`src/rtl/cpu_seq.sv`:
```
// Multi-cycle CPU control sequencer: fetch/decode/execute FSM driving datapath strobes.
// Optional single-step fetch gating when CPU_SEQ_STEP_EN is defined (adds input 'step').
module cpu_seq #(
  parameter int unsigned MEM_TMO = 15
) (
  input  logic       clk,
  input  logic       rst,
`ifdef CPU_SEQ_STEP_EN
  input  logic       step,
`endif
  input  logic       start,
  input  logic [7:0] instr,
  input  logic       mem_rdy,
  output logic       mem_rd,
  output logic       ir_ld,
  output logic       pc_inc,
  output logic       pc_ld,
  output logic       a_ld,
  output logic       g_ld,
  output logic       rf_we,
  output logic [1:0] rf_src,
  output logic [1:0] alu_op,
  output logic       busy,
  output logic       fault
);

  localparam int unsigned CNT_W = 8;
  localparam int unsigned OP_W  = 3;
  localparam int unsigned ALU_W = 2;
  localparam int unsigned SRC_W = 2;

  localparam logic [SRC_W-1:0] SRC_MEM = SRC_W'(0);
  localparam logic [SRC_W-1:0] SRC_BUS = SRC_W'(1);
  localparam logic [SRC_W-1:0] SRC_G   = SRC_W'(2);

  typedef enum logic [3:0] {
    S_IDLE   = 4'd0,
    S_FETCH  = 4'd1,
    S_DECODE = 4'd2,
    S_LOAD   = 4'd3,
    S_MOV    = 4'd4,
    S_ALU1   = 4'd5,
    S_ALU2   = 4'd6,
    S_ALU3   = 4'd7,
    S_BRANCH = 4'd8,
    S_HALT   = 4'd9,
    S_FAULT  = 4'd10
  } state_t;

  state_t             state_q, state_d;
  logic [CNT_W-1:0]   wait_q, wait_d;
  logic [OP_W-1:0]    op_q, op_d;
  logic [ALU_W-1:0]   alu_q, alu_d;
  logic               fetch_go;
  logic               tmo_hit;
  logic               unused_instr_bits;

  // Operand/immediate bits belong to the datapath; only the opcode is decoded here.
  assign unused_instr_bits = ^instr[4:0];

  // Last allowed wait cycle: mem_rdy here is still accepted, its absence faults.
  assign tmo_hit = (wait_q == CNT_W'(MEM_TMO - 1));

`ifdef CPU_SEQ_STEP_EN
  logic armed_q, armed_d;

  // A step pulse seen in FETCH arms exactly one fetch; leaving FETCH disarms.
  assign fetch_go = armed_q | step;

  always_comb begin
    armed_d = 1'b0;
    if (state_q == S_FETCH && state_d == S_FETCH) begin
      armed_d = fetch_go;
    end
  end

  always_ff @(posedge clk) begin
    if (rst) begin
      armed_q <= 1'b0;
    end else begin
      armed_q <= armed_d;
    end
  end
`else
  assign fetch_go = 1'b1;
`endif

  // State and sequencing registers.
  always_ff @(posedge clk) begin
    if (rst) begin
      state_q <= S_IDLE;
      wait_q  <= '0;
      op_q    <= '0;
      alu_q   <= '0;
    end else begin
      state_q <= state_d;
      wait_q  <= wait_d;
      op_q    <= op_d;
      alu_q   <= alu_d;
    end
  end

  // Next-state, wait counter, captured opcode and latched ALU op.
  always_comb begin
    state_d = state_q;
    wait_d  = '0;
    op_d    = op_q;
    alu_d   = alu_q;
    unique case (state_q)
      S_IDLE: begin
        if (start) state_d = S_FETCH;
      end
      S_FETCH: begin
        if (fetch_go) begin
          if (mem_rdy) begin
            op_d    = instr[7:5];
            state_d = S_DECODE;
          end else if (tmo_hit) begin
            state_d = S_FAULT;
          end else begin
            wait_d = CNT_W'(wait_q + 1'b1);
          end
        end
      end
      S_DECODE: begin
        unique case (op_q)
          3'b000:  state_d = S_LOAD;
          3'b001:  state_d = S_MOV;
          3'b110:  state_d = S_BRANCH;
          3'b111:  state_d = S_HALT;
          default: begin
            alu_d   = ALU_W'(op_q - 3'd2);
            state_d = S_ALU1;
          end
        endcase
      end
      S_LOAD: begin
        if (mem_rdy) begin
          state_d = S_FETCH;
        end else if (tmo_hit) begin
          state_d = S_FAULT;
        end else begin
          wait_d = CNT_W'(wait_q + 1'b1);
        end
      end
      S_MOV:    state_d = S_FETCH;
      S_ALU1:   state_d = S_ALU2;
      S_ALU2:   state_d = S_ALU3;
      S_ALU3:   state_d = S_FETCH;
      S_BRANCH: state_d = S_FETCH;
      S_HALT: begin
        if (start) state_d = S_FETCH;
      end
      S_FAULT: begin
        if (start) state_d = S_FETCH;
      end
      default:  state_d = S_IDLE;
    endcase
  end

  // Strobe decode; the FETCH/LOAD accept strobes qualify on mem_rdy in the same cycle.
  always_comb begin
    mem_rd = 1'b0;
    ir_ld  = 1'b0;
    pc_inc = 1'b0;
    pc_ld  = 1'b0;
    a_ld   = 1'b0;
    g_ld   = 1'b0;
    rf_we  = 1'b0;
    rf_src = SRC_MEM;
    alu_op = '0;
    busy   = 1'b0;
    fault  = 1'b0;
    if (!rst) begin
      unique case (state_q)
        S_FETCH: begin
          busy   = 1'b1;
          mem_rd = fetch_go;
          ir_ld  = fetch_go & mem_rdy;
          pc_inc = fetch_go & mem_rdy;
        end
        S_DECODE: busy = 1'b1;
        S_LOAD: begin
          busy   = 1'b1;
          mem_rd = 1'b1;
          rf_we  = mem_rdy;
          pc_inc = mem_rdy;
          rf_src = SRC_MEM;
        end
        S_MOV: begin
          busy   = 1'b1;
          rf_we  = 1'b1;
          rf_src = SRC_BUS;
        end
        S_ALU1: begin
          busy = 1'b1;
          a_ld = 1'b1;
        end
        S_ALU2: begin
          busy   = 1'b1;
          g_ld   = 1'b1;
          alu_op = alu_q;
        end
        S_ALU3: begin
          busy   = 1'b1;
          rf_we  = 1'b1;
          rf_src = SRC_G;
        end
        S_BRANCH: begin
          busy  = 1'b1;
          pc_ld = 1'b1;
        end
        S_FAULT:  fault = 1'b1;
        default:  busy  = 1'b0;
      endcase
    end
  end

  // Datapath hazards the decode must never produce.
  a_pc_excl: assert property (@(posedge clk) disable iff (rst) !(pc_inc && pc_ld));
  a_we_ir:   assert property (@(posedge clk) disable iff (rst) !(rf_we && ir_ld));

endmodule

```
`config.mk`:
```
export PLATFORM = sky130hd
export DESIGN_NAME = cpu_seq
export DESIGN_NICKNAME = d
export VERILOG_FILES = /design/src/rtl/cpu_seq.sv
export SDC_FILE = /design/constraint.sdc
export NUM_CORES = 1
export LEC_CHECK = 0
export CAP_MARGIN = 10
export CELL_PAD_IN_SITES_DETAIL_PLACEMENT = 1
export CELL_PAD_IN_SITES_GLOBAL_PLACEMENT = 1
export CORE_ASPECT_RATIO = 1.5
export CORE_MARGIN = 4
export CORE_UTILIZATION = 38
export CTS_BUF_LIST = sky130_fd_sc_hd__clkbuf_4 sky130_fd_sc_hd__clkbuf_8 sky130_fd_sc_hd__clkbuf_16
export CTS_CLUSTER_DIAMETER = 60
export DETAILED_ROUTE_END_ITERATION = 10
export GPL_ROUTABILITY_DRIVEN = 1
export PLACE_DENSITY = 0.94
export SYNTH_ARGS = -nofsm -noshare
export SYNTH_HDL_FRONTEND = slang
export SYNTH_SLANG_ARGS = --single-unit
```
`constraint.sdc`:
```
create_clock -name clk -period 3.88 [get_ports clk]
set_clock_uncertainty 0.2 [all_clocks]
set_input_delay 0.776 -clock clk [delete_from_list [all_inputs] [get_ports clk]]
set_output_delay 0.776 -clock clk [all_outputs]
set_load 0.1 [all_outputs]
```
==> results of run 1 <==
==> cell usage in the layout (no fill, tap or decap), drive strengths merged, types with 6 or more instances in the layout <==
| master | netlist | layout |
|---|---|---|
| nand2b | 6 | 6 |
| nand2 | 15 | 15 |
| buf | 5 | 14 |
| xor2 | 7 | 7 |
| dfxtp | 17 | 17 |
| clkdlybuf4s50 | 0 | 6 |
| nor2b | 7 | 7 |
| nor2 | 21 | 21 |
| a21oi | 7 | 7 |
| nand3 | 9 | 9 |
==> area by class of cell <==
class                   count  share of cell area
multi-input cells         110               0.480
flip-flops and latches     17               0.234
repair buffers             20               0.217
well taps                  37              0.0319
clock buffers               3              0.0284
inverters                   2             0.00517
clock inverters             1             0.00345
==> power breakdown <==
part | internal, mW | total [mW] | switching [mW]
logic | 0.0349 | 0.0895 | 0.0545
clock network | 0.0713 | 0.135 | 0.0635
registers | 0.179 | 0.192 | 0.0127
total | 0.285 | 0.416 | 0.131
==> layer usage <==
layer / GRT usage / up-vias
met3: 0.0225 / 12
met1: 0.185 / 498
met5: 0 / -
li1: - / 495
met2: 0.333 / 24
met4: 0.0962 / 0
==> path summary, 6_finish.rpt <==
kind	startpoint	endpoint	slack, ns	depth (start not counted)
max	rst	pc_inc	0.47	5
min	alu_q[0]	alu_q[0]	0.27	2
max reg2reg	state_q[0]	state_q[1]	1.94	3
min reg2reg	alu_q[0]	alu_q[0]	0.27	2
==> metrics by stage <==
stage | power [mW] | hold slack [ns] | instance area [sq um] | util | instances
2_1_floorplan | 0.255 | 0.232 | 1080 | - | 135
3_3_place_gp | 0.280 | 0.241 | 1410 | 0.525 | 186
3_5_place_dp | 0.284 | 0.269 | 1410 | 0.525 | 186
4_1_cts | 0.418 | 0.276 | 1450 | 0.543 | 190
5_1_grt | 0.435 | 0.308 | 1450 | 0.543 | 190
6_report | 0.416 | 0.272 | 1450 | 0.543 | 190
==> cell families (layout without fill, tap and decap cells) <==
family                     Yosys count  in the layout  synth area share
buffers and inverters                8             26            0.0363
and+or+nand+nor                     77             77             0.420
AOI/OAI and AO/OA                   23             23             0.136
xor gates and xnor gates             8              8            0.0656
adders and majority gates            2              2            0.0234
DFF                                 17             17             0.319
==> critical path, stage by stage <==
cell	delay (ns)
clkdlybuf4s50_1	0.58
or4b_4	0.61
inv_2	0.10
and2_1	0.18
buf_12	0.18
==> state kept, by name (all words and copies together), names as in the netlist <==
register	cells
wait_q	8
op_q	3
alu_q	2
state_q	4
==> flow_summary.yaml, run 1 <==
min_path:
  min_path_type: "reg -> reg"
layout:
  n_antenna_cell: 0
  drive_gt1_frac: 0.229
  fin_nets: 168
  area_delta_synth_final_pct: 35.9
  regArea_sq_um: 340
  num-fill-cells: 325
  multiInputGateArea_sq_um: 697
global_route:
  grt_use_total: 0.177
  grt_pass1_vias: 1075
  grt_max_degree: 19
  antenna_found_initial: 0
  overflow: 0
  grt_pass1_wl_um: 4990
synth:
  yosys.cell_types.count: 40
  yosys_most_used_dff: "dfxtp_1"
  synth_seq_cells: 17
  yosys.area.top_type_share: 0.319
  synth_most_common_cell: "dfxtp_1"
  synth_nets: 149
  yosysTopAreaCell: "dfxtp_1"
  synth.cells.most_frequent: "dfxtp_1, nand2_1, nor2_1"
  yosysSeqAreaShare: 0.319
  netlist_area_sq_um: 1070
  synth.area.top_cells: "dfxtp_1, xor2_1, nand2_1"
  yosysWarnings: 0
  postSynthCellCount: 135
  synth-async-reset-ratio: 0
  synth_edf_count: 0
  avgSynthCellArea_sq_um: 7.92
detailed_routing:
  via_per_inst: 5.42
  vias: 1029
  wl_met3_um: 81
  dr_wl_met2_um: 1730
  routedWlPerCell_um: 15.7
  drt-met1-wl_um: 1080
  top_layer_used: "met4"
  drt_iter0_drc: 8
  drt_wl_total_um: 2990
  drt_first_pass_iters: 4
  drc: 0
  ant_nets: 0
timing:
  tightest_slew_ns: 0.554
  setup_viol: 0
  relSlewSlack: 0.630
  finalCritPeriodShare: 0.879
  fin_ws_ns: 0.469
  finalCriticalPeriod_ns: 3.41
  hold_viol_final: 0
  rsz0062_at_grt: "no"
  tns_ns: 0
  drv_slew: 0
  clock.fmax_mhz: 293
setup_path:
  cp_max_fo: 8
  required_ns: 2.90
  setup.worst_path.class: "in -> out"
  start_kind: "input port"
  arrival_ns: 2.44
  cp-end-kind: "output pin"
power:
  vdd_drop_max_v: 0.000196
  power.leakage_nw: 0.519
  power_density_nw_per_um2: 286
floorplanning:
  dieArea_sq_um: 3740
  die_width_um: 51.3
  floorplan.core_area_sq_um: 2680
  die_h_um: 72.9
  io_pins: 25
  start_util: 0.399
  rows: 23
placed_design:
  place_hpwl_um: 2260
  pre_cts_ws_ns: 0.461
  placement.io_buffers: 19
  gp_congestion: 0.861
clocking:
  cts_tree: "done"
  htreeDepth: 1
  hold_buffers: 0
  cts_buffers: 3
  cts_sinks: 17
  cts_root_buf: "clkbuf_8"
  post_cts_resized: 0
  cts_buffer_depth: 2
  clk_pin_slew_ns: 0.07
  clk_latency_ns: 0.25
  post_cts_buffers: 0
outcome:
  status: "complete, no violations"
flow_run:
  drv_cap: 0
Power figures use the tool's default switching activity.
==> run 2: changes to the inputs <==
--- a/config.mk
+++ b/config.mk
@@ -15,6 +15,7 @@
 export CTS_CLUSTER_DIAMETER = 60
 export DETAILED_ROUTE_END_ITERATION = 10
 export GPL_ROUTABILITY_DRIVEN = 1
+export MAX_ROUTING_LAYER = met4
 export PLACE_DENSITY = 0.94
 export SYNTH_ARGS = -nofsm -noshare
 export SYNTH_HDL_FRONTEND = slang
==> run 2 against run 1 <==
Compared with the run above: clock power hardly changed; clock-buffer cell count unchanged; critical path depth unchanged; sequential power barely moved; global-route usage increased by 0.50 points; power rose by 0.10%; hold slack improved by 0.00073 ns; combinational power hardly changed; maximum frequency barely moved; non-clock buffer count stayed put; first-iteration DRC count rose to 2.8 times the previous value; design area is the same; critical endpoint unchanged.
==> flow_summary.yaml, run 2 (same netlist as run 1, synthesis figures left out) <==
timing:
  relSlewSlack: 0.628
  setup_viol: 0
  finalCritPeriodShare: 0.880
  finalCriticalPeriod_ns: 3.41
  hold_viol_final: 0
  finalHoldWorstSlack_ns: 0.272
  tns_ns: 0
  tightest_slew_ns: 0.557
  clock.fmax_mhz: 293
  drv_slew: 0
  rsz0062_at_grt: "no"
layout:
  fin_nets: 168
  multiInputGateArea_sq_um: 697
  final_common_cell: "dfxtp_1"
  top_register: "wait_q"
  design_area_sq_um: 1450
  layout.cells.most_common_list: "dfxtp_1, nand2_1, buf_12, nor2_1, nor2_2"
  largestRegisters: "wait_q (8), state_q (4), op_q (3)"
  n_antenna_cell: 0
  area_delta_synth_final_pct: 35.9
  regArea_sq_um: 340
  drive_gt1_frac: 0.229
  largest_register_ffs: 8
  num-fill-cells: 325
floorplanning:
  start_util: 0.399
  die_width_um: 51.3
  floorplan.core_area_sq_um: 2680
  dieArea_sq_um: 3740
  rows: 23
  io_pins: 25
  die_h_um: 72.9
detailed_routing:
  via_per_inst: 5.47
  drt_wl_total_um: 3020
  ant_nets: 0
  routedWlPerCell_um: 15.9
  drt_iter0_drc: 22
  drc: 0
  drt_first_pass_iters: 4
  vias: 1040
clocking:
  cts_buffers: 3
  post_cts_resized: 0
  clk_pin_slew_ns: 0.07
  cts_tree: "done"
  cts_sinks: 17
  clk_latency_ns: 0.25
  hold_buffers: 0
  post_cts_buffers: 0
  htreeDepth: 1
  cts_buffer_depth: 2
  cts_root_buf: "clkbuf_8"
setup_path:
  start_kind: "input port"
  arrival_ns: 2.44
  rr_startpoint: "state_q[0]"
  path_cells: "clkdlybuf4s50_1 > or4b_4 > inv_2 > and2_1 > buf_12"
  cp-end-kind: "output pin"
  cp_max_fo: 8
  setup.worst_path.class: "in -> out"
  worst-path-buf-inv: 3
  path_delay_family: "buffers and inverters"
  r2r_cells: 3
  rrSetupSlack_ns: 1.94
  required_ns: 2.90
  crit_path_max_incr_delay_ns: 0.61
  r2r_end: "state_q[1]"
  slowest_stage: "or4b_4"
global_route:
  grt_max_degree: 19
  grt_use_total: 0.182
  grt_pass1_vias: 1085
  overflow: 0
  antenna_found_initial: 0
  grt_pass1_wl_um: 4990
placed_design:
  gp_congestion: 0.875
  placedInstanceArea_sq_um: 1410
  placement.io_buffers: 19
  place_hpwl_um: 2260
power:
  power.leakage_nw: 0.519
  vdd_drop_max_v: 0.000197
  power_density_nw_per_um2: 287
min_path:
  hp-start: "alu_q[0]"
  min_delay_path_depth: 2
  min_path_type: "reg -> reg"
  whs_endpoint: "alu_q[0]"
outcome:
  status: "complete, no violations"
flow_run:
  drv_cap: 0
## run 2: cell counts in the layout (fill, tap and decap cells not counted)
No cell type changed its count.
## run 2: layer usage
metal	up-vias	global-route usage	share of wire
met1	506	0.187	0.37
met2	27	0.331	0.57
met3	13	0.0204	0.026
li1	494	-	-
met5	-	-	0
met4	0	0.0962	0.036
## run 2: area by class of cell
cell class | count | area share
multi-input combinational | 110 | 0.480
clock buffer | 3 | 0.0284
clock inverter | 1 | 0.00345
tap | 37 | 0.0319
sequential | 17 | 0.234
timing repair buffer | 20 | 0.217
inverter | 2 | 0.00517
## run 2: power breakdown
| part | total (mW) | switching, mW | internal (mW) | leakage [nW] |
|---|---|---|---|---|
| logic | 0.0894 | 0.0545 | 0.0349 | 0.356 |
| clock network | 0.135 | 0.0640 | 0.0713 | 0.0255 |
| registers | 0.192 | 0.0127 | 0.179 | 0.138 |
## run 2: tightest hold or removal path: cells and delay by family (launching register included)
| family | cells | cell delay (ns) |
|---|---|---|
| flops | 1 | 0.31 |
| compound gates | 1 | 0.06 |
| simple gates | 1 | 0.05 |
## run 2: per-stage QoR
stage	total power [mW]	std cells	setup slack [ns]	util
floorplan	0.255	135	0.161	-
detailed placement	0.284	186	0.461	0.525
finish	0.416	190	0.466	0.543
global placement	0.280	186	0.506	0.525
CTS	0.418	190	0.468	0.543
global route	0.435	190	0.372	0.543
## run 2: worst max path at each step
stage	startpoint	cells past startpoint	slack (ns)	to
2_1_floorplan	rst	4	0.16	alu_op[0]
3_3_place_gp	rst	5	0.51	pc_inc
3_5_place_dp	rst	5	0.46	pc_inc
4_1_cts	rst	5	0.47	pc_inc
5_1_grt	rst	6	0.37	alu_op[0]
6_report	rst	5	0.47	pc_inc
